$ cat config.mk
export PLATFORM = sky130hd
export DESIGN_NAME = decrypt_re
export DESIGN_NICKNAME = d
export VERILOG_FILES = /design/src/rtl/aes_pkg.sv /design/src/rtl/aes_inv_sbox.sv /design/src/rtl/aes_sbox.sv /design/src/rtl/decrypt_re.sv
export SDC_FILE = /design/constraint.sdc
export NUM_CORES = 2
export LEC_CHECK = 0
export ABC_AREA = 1
export BUFFER_PORTS_ARGS = -buffer_cell sky130_fd_sc_hd__buf_2
export CAP_MARGIN = 20
export CORE_ASPECT_RATIO = 1.2
export CORE_MARGIN = 3
export CORE_UTILIZATION = 30
export DETAILED_ROUTE_END_ITERATION = 8
export SYNTH_ARGS = -nofsm -noshare
export SYNTH_HDL_FRONTEND = slang
export SYNTH_SLANG_ARGS = --single-unit
$ cat constraint.sdc
create_clock -name clk -period 11.5 [get_ports clk]
set_clock_uncertainty 0.05 [all_clocks]
set_input_delay 2.3 -clock clk [delete_from_list [all_inputs] [get_ports clk]]
set_output_delay 2.3 -clock clk [all_outputs]
set_load 0.01 [all_outputs]
$ cat src/rtl/aes_pkg.sv
// Shared AES-128 types, round constants and inverse-cipher column/row helpers
// used by the byte-serial decryptor.
package aes_pkg;

    localparam int NR = 10;

    typedef logic [7:0]   byte_t;
    typedef logic [31:0]  word_t;
    typedef logic [127:0] block_t;

    typedef enum logic [2:0] {
        IDLE, LOAD_KEY, EXPAND, LOAD_IV, READY, LOAD_CT, ROUND, OUTPUT
    } state_t;

    // RCON[1..10]; any other index yields zero
    function automatic byte_t rcon(logic [3:0] i);
        case (i)
            4'd1:    return 8'h01;
            4'd2:    return 8'h02;
            4'd3:    return 8'h04;
            4'd4:    return 8'h08;
            4'd5:    return 8'h10;
            4'd6:    return 8'h20;
            4'd7:    return 8'h40;
            4'd8:    return 8'h80;
            4'd9:    return 8'h1b;
            4'd10:   return 8'h36;
            default: return 8'h00;
        endcase
    endfunction

    function automatic byte_t xtime(byte_t a);
        return {a[6:0], 1'b0} ^ (a[7] ? 8'h1b : 8'h00);
    endfunction

    function automatic byte_t gf_mul(byte_t a, logic [3:0] k);
        byte_t p = 8'h00;
        byte_t x = a;
        for (int i = 0; i < 4; i++) begin
            if (k[i]) p = p ^ x;
            x = xtime(x);
        end
        return p;
    endfunction

    function automatic word_t inv_mix_column(word_t w);
        byte_t a0 = w[31:24];
        byte_t a1 = w[23:16];
        byte_t a2 = w[15:8];
        byte_t a3 = w[7:0];
        return {gf_mul(a0, 4'd14) ^ gf_mul(a1, 4'd11) ^ gf_mul(a2, 4'd13) ^ gf_mul(a3, 4'd9),
                gf_mul(a0, 4'd9)  ^ gf_mul(a1, 4'd14) ^ gf_mul(a2, 4'd11) ^ gf_mul(a3, 4'd13),
                gf_mul(a0, 4'd13) ^ gf_mul(a1, 4'd9)  ^ gf_mul(a2, 4'd14) ^ gf_mul(a3, 4'd11),
                gf_mul(a0, 4'd11) ^ gf_mul(a1, 4'd13) ^ gf_mul(a2, 4'd9)  ^ gf_mul(a3, 4'd14)};
    endfunction

    // Byte 0 is the most significant byte of a block
    function automatic byte_t get_byte(block_t b, logic [3:0] i);
        return b[{~i, 3'b000} +: 8];
    endfunction

    function automatic block_t set_byte(block_t b, logic [3:0] i, byte_t v);
        block_t r = b;
        r[{~i, 3'b000} +: 8] = v;
        return r;
    endfunction

    function automatic block_t inv_shift_rows(block_t s);
        block_t o = '0;
        for (int c = 0; c < 4; c++) begin
            for (int r = 0; r < 4; r++) begin
                o[8*(15 - (r + 4*c)) +: 8] = s[8*(15 - (r + 4*((c - r + 4) % 4))) +: 8];
            end
        end
        return o;
    endfunction

    function automatic block_t inv_mix_columns(block_t s);
        block_t o = '0;
        for (int c = 0; c < 4; c++) begin
            o[32*(3 - c) +: 32] = inv_mix_column(s[32*(3 - c) +: 32]);
        end
        return o;
    endfunction

endpackage

$ cat src/rtl/aes_inv_sbox.sv
// Inverse AES S-box, combinational 256-entry lookup.
module aes_inv_sbox (
    input  logic [7:0] a_i,
    output logic [7:0] y_o
);
    localparam logic [2047:0] TBL = {
        128'h52096ad53036a538bf40a39e81f3d7fb, 128'h7ce339829b2fff87348e4344c4dee9cb,
        128'h547b9432a6c2233dee4c950b42fac34e, 128'h082ea16628d924b2765ba2496d8bd125,
        128'h72f8f66486689816d4a45ccc5d65b692, 128'h6c704850fdedb9da5e154657a78d9d84,
        128'h90d8ab008cbcd30af7e45805b8b34506, 128'hd02c1e8fca3f0f02c1afbd0301138a6b,
        128'h3a9111414f67dcea97f2cfcef0b4e673, 128'h96ac7422e7ad3585e2f937e81c75df6e,
        128'h47f11a711d29c5896fb7620eaa18be1b, 128'hfc563e4bc6d279209adbc0fe78cd5af4,
        128'h1fdda8338807c731b11210592780ec5f, 128'h60517fa919b54a0d2de57a9f93c99cef,
        128'ha0e03b4dae2af5b0c8ebbb3c83539961, 128'h172b047eba77d626e169146355210c7d
    };
    assign y_o = TBL[{~a_i, 3'b000} +: 8];
endmodule

$ cat src/rtl/aes_sbox.sv
// Forward AES S-box, combinational 256-entry lookup (shared with the encrypt side).
module aes_sbox (
    input  logic [7:0] a_i,
    output logic [7:0] y_o
);
    localparam logic [2047:0] TBL = {
        128'h637c777bf26b6fc53001672bfed7ab76, 128'hca82c97dfa5947f0add4a2af9ca472c0,
        128'hb7fd9326363ff7cc34a5e5f171d83115, 128'h04c723c31896059a071280e2eb27b275,
        128'h09832c1a1b6e5aa0523bd6b329e32f84, 128'h53d100ed20fcb15b6acbbe394a4c58cf,
        128'hd0efaafb434d338545f9027f503c9fa8, 128'h51a3408f929d38f5bcb6da2110fff3d2,
        128'hcd0c13ec5f974417c4a77e3d645d1973, 128'h60814fdc222a908846eeb814de5e0bdb,
        128'he0323a0a4906245cc2d3ac629195e479, 128'he7c8376d8dd54ea96c56f4ea657aae08,
        128'hba78252e1ca6b4c6e8dd741f4bbd8b8a, 128'h703eb5664803f60e613557b986c11d9e,
        128'he1f8981169d98e949b1e87e9ce5528df, 128'h8ca1890dbfe6426841992d0fb054bb16
    };
    assign y_o = TBL[{~a_i, 3'b000} +: 8];
endmodule

$ cat src/rtl/decrypt_re.sv
// Byte-serial AES-128 decryptor with on-the-fly inverse key schedule.
// Optional CBC chaining is enabled by defining AES_DEC_CBC_EN.
module decrypt_re
    import aes_pkg::*;
(
    input  logic       clk,
    input  logic       rst,
    input  logic       en,
    input  logic       in_valid,
    input  logic [7:0] input_data,
    output logic       busy,
    output logic [7:0] output_data,
    output logic       output_ready
);
    state_t      state_q, state_d;
    logic [4:0]  cnt_q, cnt_d;
    logic [3:0]  rnd_q, rnd_d;
    block_t      key_q, key_d;
    block_t      k10_q, k10_d;
    block_t      st_q, st_d;
    logic [23:0] sub_q, sub_d;
`ifdef AES_DEC_CBC_EN
    block_t      chain_q, chain_d;
    block_t      nchain_q, nchain_d;
`endif

    word_t  w3_src, rot, sub_full, exp_w0, exp_w1, exp_w2, exp_w3;
    byte_t  fsb_in, fsb_out, isb_in, isb_out, out_byte;
    block_t ark;

    // In ROUND cycle 0 the new w3 is not registered yet, so feed it straight in
    assign w3_src = (state_q == ROUND && cnt_q == 5'd0) ? (key_q[31:0] ^ key_q[63:32])
                                                        : key_q[31:0];
    assign rot    = {w3_src[23:0], w3_src[31:24]};
    assign fsb_in = rot[{~cnt_q[1:0], 3'b000} +: 8];
    assign isb_in = get_byte(st_q, cnt_q[3:0]);

    aes_sbox u_sbox (
        .a_i(fsb_in),
        .y_o(fsb_out)
    );

    aes_inv_sbox u_inv_sbox (
        .a_i(isb_in),
        .y_o(isb_out)
    );

    // Same w0 update serves both forward (EXPAND) and inverse (ROUND) key steps
    assign sub_full = {sub_q, fsb_out};
    assign exp_w0   = key_q[127:96] ^ sub_full ^ {rcon(rnd_q + 4'd1), 24'h000000};
    assign exp_w1   = key_q[95:64] ^ exp_w0;
    assign exp_w2   = key_q[63:32] ^ exp_w1;
    assign exp_w3   = key_q[31:0]  ^ exp_w2;
    assign ark      = inv_shift_rows(st_q) ^ key_q;

    always_comb begin
        state_d = state_q;
        cnt_d   = cnt_q;
        rnd_d   = rnd_q;
        key_d   = key_q;
        k10_d   = k10_q;
        st_d    = st_q;
        sub_d   = sub_q;
`ifdef AES_DEC_CBC_EN
        chain_d  = chain_q;
        nchain_d = nchain_q;
`endif
        if (en) begin
            state_d = LOAD_KEY;
            cnt_d   = '0;
            rnd_d   = '0;
            k10_d   = '0;
        end else begin
            case (state_q)
                LOAD_KEY: begin
                    if (in_valid) begin
                        key_d = set_byte(key_q, cnt_q[3:0], input_data);
                        if (cnt_q == 5'd15) begin
                            state_d = EXPAND;
                            cnt_d   = '0;
                            rnd_d   = '0;
                        end else begin
                            cnt_d = cnt_q + 5'd1;
                        end
                    end
                end
                EXPAND: begin
                    if (cnt_q[1:0] != 2'd3) begin
                        sub_d[{2'd2 - cnt_q[1:0], 3'b000} +: 8] = fsb_out;
                        cnt_d = cnt_q + 5'd1;
                    end else begin
                        key_d = {exp_w0, exp_w1, exp_w2, exp_w3};
                        cnt_d = '0;
                        if (rnd_q == 4'(NR - 1)) begin
                            k10_d = {exp_w0, exp_w1, exp_w2, exp_w3};
`ifdef AES_DEC_CBC_EN
                            state_d = LOAD_IV;
`else
                            state_d = READY;
`endif
                        end else begin
                            rnd_d = rnd_q + 4'd1;
                        end
                    end
                end
`ifdef AES_DEC_CBC_EN
                LOAD_IV: begin
                    if (in_valid) begin
                        chain_d = set_byte(chain_q, cnt_q[3:0], input_data);
                        if (cnt_q == 5'd15) begin
                            state_d = READY;
                            cnt_d   = '0;
                        end else begin
                            cnt_d = cnt_q + 5'd1;
                        end
                    end
                end
`endif
                READY, LOAD_CT: begin
                    if (in_valid) begin
                        st_d = set_byte(st_q, cnt_q[3:0], input_data ^ get_byte(k10_q, cnt_q[3:0]));
`ifdef AES_DEC_CBC_EN
                        nchain_d = set_byte(nchain_q, cnt_q[3:0], input_data);
`endif
                        if (cnt_q == 5'd15) begin
                            state_d = ROUND;
                            cnt_d   = '0;
                            rnd_d   = 4'(NR - 1);
                            key_d   = k10_q;
                        end else begin
                            state_d = LOAD_CT;
                            cnt_d   = cnt_q + 5'd1;
                        end
                    end
                end
                ROUND: begin
                    if (!cnt_q[4]) st_d = set_byte(st_q, cnt_q[3:0], isb_out);
                    if (cnt_q == 5'd0)
                        key_d[95:0] = {key_q[95:64] ^ key_q[127:96],
                                       key_q[63:32] ^ key_q[95:64],
                                       key_q[31:0]  ^ key_q[63:32]};
                    if (cnt_q < 5'd3) sub_d[{2'd2 - cnt_q[1:0], 3'b000} +: 8] = fsb_out;
                    if (cnt_q == 5'd3) key_d[127:96] = exp_w0;
                    if (cnt_q == 5'd16) begin
                        st_d  = (rnd_q == 4'd0) ? ark : inv_mix_columns(ark);
                        cnt_d = '0;
                        if (rnd_q == 4'd0) state_d = OUTPUT;
                        else               rnd_d   = rnd_q - 4'd1;
                    end else begin
                        cnt_d = cnt_q + 5'd1;
                    end
                end
                OUTPUT: begin
                    if (cnt_q == 5'd15) begin
                        state_d = READY;
                        cnt_d   = '0;
`ifdef AES_DEC_CBC_EN
                        chain_d = nchain_q;
`endif
                    end else begin
                        cnt_d = cnt_q + 5'd1;
                    end
                end
                default: ;
            endcase
        end
    end

    always_ff @(posedge clk) begin
        if (rst) begin
            state_q <= IDLE;
            cnt_q   <= '0;
            rnd_q   <= '0;
            key_q   <= '0;
            k10_q   <= '0;
            st_q    <= '0;
            sub_q   <= '0;
`ifdef AES_DEC_CBC_EN
            chain_q  <= '0;
            nchain_q <= '0;
`endif
        end else begin
            state_q <= state_d;
            cnt_q   <= cnt_d;
            rnd_q   <= rnd_d;
            key_q   <= key_d;
            k10_q   <= k10_d;
            st_q    <= st_d;
            sub_q   <= sub_d;
`ifdef AES_DEC_CBC_EN
            chain_q  <= chain_d;
            nchain_q <= nchain_d;
`endif
        end
    end

`ifdef AES_DEC_CBC_EN
    assign out_byte = get_byte(st_q, cnt_q[3:0]) ^ get_byte(chain_q, cnt_q[3:0]);
`else
    assign out_byte = get_byte(st_q, cnt_q[3:0]);
`endif

    assign busy         = (state_q == LOAD_KEY) || (state_q == EXPAND) ||
                          (state_q == ROUND)    || (state_q == OUTPUT);
    assign output_ready = (state_q == OUTPUT);
    assign output_data  = (state_q == OUTPUT) ? out_byte : 8'h00;

endmodule

==> impl_metrics.json <==
{
  "ys_seq_area_share_pct": 18.6,
  "synthesis.nets": 6671,
  "dr.pass1.iters": 9,
  "path_cells": "inv_4 > nand2_4 > inv_2 > a22oi_1 > o21ai_0 > nand2_1 > nand4_1 > inv_1 > nor2_1 > buf_2",
  "regArea_um2": 8410,
  "pwr-share-seq_pct": 31.5,
  "clk_pin_slew_ns": 0.06,
  "worstMarginPinSlew_ns": 1.33,
  "clk_path_buf_depth": 3,
  "power_density_nw_per_um2": 97.9,
  "fp.coreArea_um2": 149000,
  "routedWlPerCell_um": 30.2,
  "synth-async-reset-ratio_pct": 0,
  "grt_max_degree": 114,
  "crit_buf_inv": 4,
  "ys_top_cells_by_area": "dfxtp_1 19%, xor2_1 15%, xnor2_1 8.3%",
  "netlist_instances": 6613,
  "multi_input_area_um2": 33000,
  "io_pins": 22,
  "die-area_um2": 155000,
  "routed_wl_mm": 254,
  "period_minus_slack_ns": 6.88,
  "ys.warnings.count": 0,
  "comb_power_share_pct": 29.9,
  "start_util_pct": 30.3,
  "synth_edf_count": 0,
  "finalPower_mw": 4.78,
  "power.leakage_nw": 19.5,
  "hp-start": "sub_q[2]",
  "synth_area_um2": 45200,
  "clockPowerShare_pct": 38.6,
  "insertion_delay_ns": 0.70,
  "dpl.hpwl_mm": 189,
  "slew_violations": 0,
  "r2r_cells": 26,
  "cp_max_fo": 53,
  "p_sw_share_pct": 38.5,
  "status": "complete, but fails checks",
  "fillerInstances": 16294,
  "rsz0062_at_grt": "false",
  "fin_crit_sh_pct": 59.8,
  "power.switching_mw": 1.84,
  "cts_resized": 0,
  "ys.flop_type": "dfxtp_1",
  "synth_top_area_share_pct": 18.6,
  "cpPeakStageDelay_ns": 0.89,
  "cp.required_ns": 9.15,
  "cts.sink_count": 420,
  "internal-power_mw": 2.94,
  "gp_congestion": 1.10,
  "reg2reg_slack_ns": 5.49,
  "startpoint_type": "flip-flop",
  "cts_tree": "yes",
  "antenna_left": 0,
  "worstSetupPathType": "reg2out",
  "syn2layout_area_growth_pct": 7.86,
  "max_cap_violations": 0,
  "htreeDepth": 2,
  "die_height_um": 431,
  "post-cts-setup-buffers": 0,
  "cts_buffers": 52,
  "finalSetupViolations": 0,
  "grt_pass1_vias": 46732,
  "max_slew_margin_pct": 10.9,
  "synth_seq_cells": 420,
  "final_nets": 6466,
  "critPathTopFamily": "buffers and inverters",
  "drive_gt1_share_pct": 7.87,
  "via_per_inst": 5.99,
  "grt_pass1_wl_mm": 353,
  "critPathSlowestCell": "inv_1",
  "synth_top_area_cell": "dfxtp_1",
  "ir_drop_mv": 0.107,
  "track_usage_pct": 31.2,
  "whs_path_depth": 2,
  "arrival_ns": 4.53,
  "hold_viol": 0,
  "final_cell_mix": "940 x nand2_1, 794 x xor2_1, 600 x nand3_1",
  "holdPathEnd": "sub_q[2]",
  "hold_class": "reg2reg",
  "rr_startpoint": "cnt_q[0]",
  "drc": 1,
  "vias": 50377,
  "grt_overflow": 0,
  "cts_hold_buf": 0,
  "regToRegEndpoint": "key_q[1]",
  "port_buffers": 21,
  "fin_setup_tns_ns": 0,
  "critPathCaptureType": "output port",
  "grt_antenna_before_repair": 10,
  "drt_iter0_markers": 7457,
  "fp.dieW_um": 360,
  "clock-root-buffer": "clkbuf_16",
  "avgSynthCellArea_um2": 6.84,
  "max_freq_mhz": 145,
  "synth.distinct_cells": 69,
  "layout_commonest_cell": "nand2_1",
  "violations": "design-rule violations",
  "rows": 155
}
power groups by stage:
stage               Sequential, mW  Clock, mW  Combinational (mW)
floorplan                     1.51          0               0.917
global placement              1.53          0                1.36
detailed placement            1.53          0                1.36
CTS                           1.50       1.84                1.37
global route                  1.50       1.89                1.49
finish                        1.50       1.85                1.43
synthesized netlist by cell type (23+ instances only):
cell      number
o21ai_0      540
buf_1         25
xnor2_1      427
o21ai_1       31
a221oi_1      24
nand3_1      601
inv_1        501
a31oi_1       46
a22oi_1      129
inv_2         27
a211oi_1      58
clkbuf_1     220
nor2_1       397
nor3_1        55
o211ai_1     110
buf_2         83
xnor2_2       29
buf_6         23
buf_4         39
dfxtp_1      420
nand2_1      941
o221ai_1      37
nand4_1      103
nand2_2       51
ha_1          46
xor2_2        48
xor2_1       795
a21oi_1      549
how the worst max path moves through the flow:
| stage | from | endpoint | slack [ns] | depth (start not counted) |
|---|---|---|---|---|
| 6_report | cnt_q[0] | output_data[6] | 4.62 | 10 |
| 5_1_grt | cnt_q[0] | output_data[6] | 4.62 | 10 |
| 4_1_cts | cnt_q[0] | output_data[6] | 4.81 | 10 |
| 3_5_place_dp | cnt_q[0] | output_data[6] | 5.50 | 10 |
| 3_3_place_gp | cnt_q[0] | output_data[6] | 5.49 | 10 |
| 2_1_floorplan | cnt_q[0] | output_data[7] | 7.17 | 10 |
worst reg2reg max path: stages (launching register included):
cell	delay (ns)
dfxtp_2	0.41
inv_4	0.53
ha_1	0.42
nand3_4	0.27
nor2_4	0.18
buf_4	0.49
nand2_1	0.24
nand3_1	0.14
nand3_1	0.07
nand2_1	0.55
ha_1	0.41
inv_1	0.14
nand3_2	0.34
nand2_1	0.25
nand2_1	0.10
nand3_1	0.12
nand3_1	0.10
nand3_1	0.17
nand2_1	0.11
nand2_1	0.13
nand2_2	0.18
nand2_2	0.14
nand3_1	0.10
nand3_1	0.11
nand3_1	0.08
nand2_1	0.06
inv_1	0.04
final cells by class:
class                           instances  share of cell area (%)
Multi-Input combinational cell       5251                    67.6
Sequential cell                       420                    17.2
Tap cell                             1962                    5.03
Inverter                              543                    4.20
Clock buffer                           75                    3.09
Timing Repair Buffer                  140                    2.12
Clock inverter                         22                   0.723
Antenna cell                            4                  0.0205
flip-flops by register name, indices dropped and copies added (netlist names):
name / flops
st_q: 128
k10_q: 128
state_q: 3
key_q: 128
sub_q: 24
rnd_q: 4
cnt_q: 5
metal layers:
layer / routed length (um) / vias to the layer above / part of all wire, % / GRT usage (%)
met4: 26200 / 8 / 10 / 25.6
met3: 25700 / 1048 / 10 / 6.73
li1: - / 21806 / - / -
met1: 94400 / 23906 / 37 / 37.5
met2: 108000 / 3609 / 42 / 47.8
met5: 69 / - / 0.027 / 0
kinds of logic after synthesis:
group	after synthesis	share of synthesized area [%]
compound gates	1642	21.3
xor+xnor	1322	27.8
fa+ha+maj	46	1.27
flops	420	18.6
simple gates	2241	22.2
buf+inv	942	8.78
through the flow:
stage	util, %	cell area, um^2	std cells	setup WS, ns	hold WS (ns)
after floorplan	-	45200	6613	7.17	0.394
after global placement	31.4	46800	8310	5.49	0.416
after detailed placement	31.4	46800	8310	5.50	0.421
after CTS	32.6	48700	8407	4.81	0.430
after global routing	32.7	48800	8413	4.62	0.449
final	32.7	48800	8417	4.62	0.428
No activity file was read; power rests on OpenSTA's default activity.
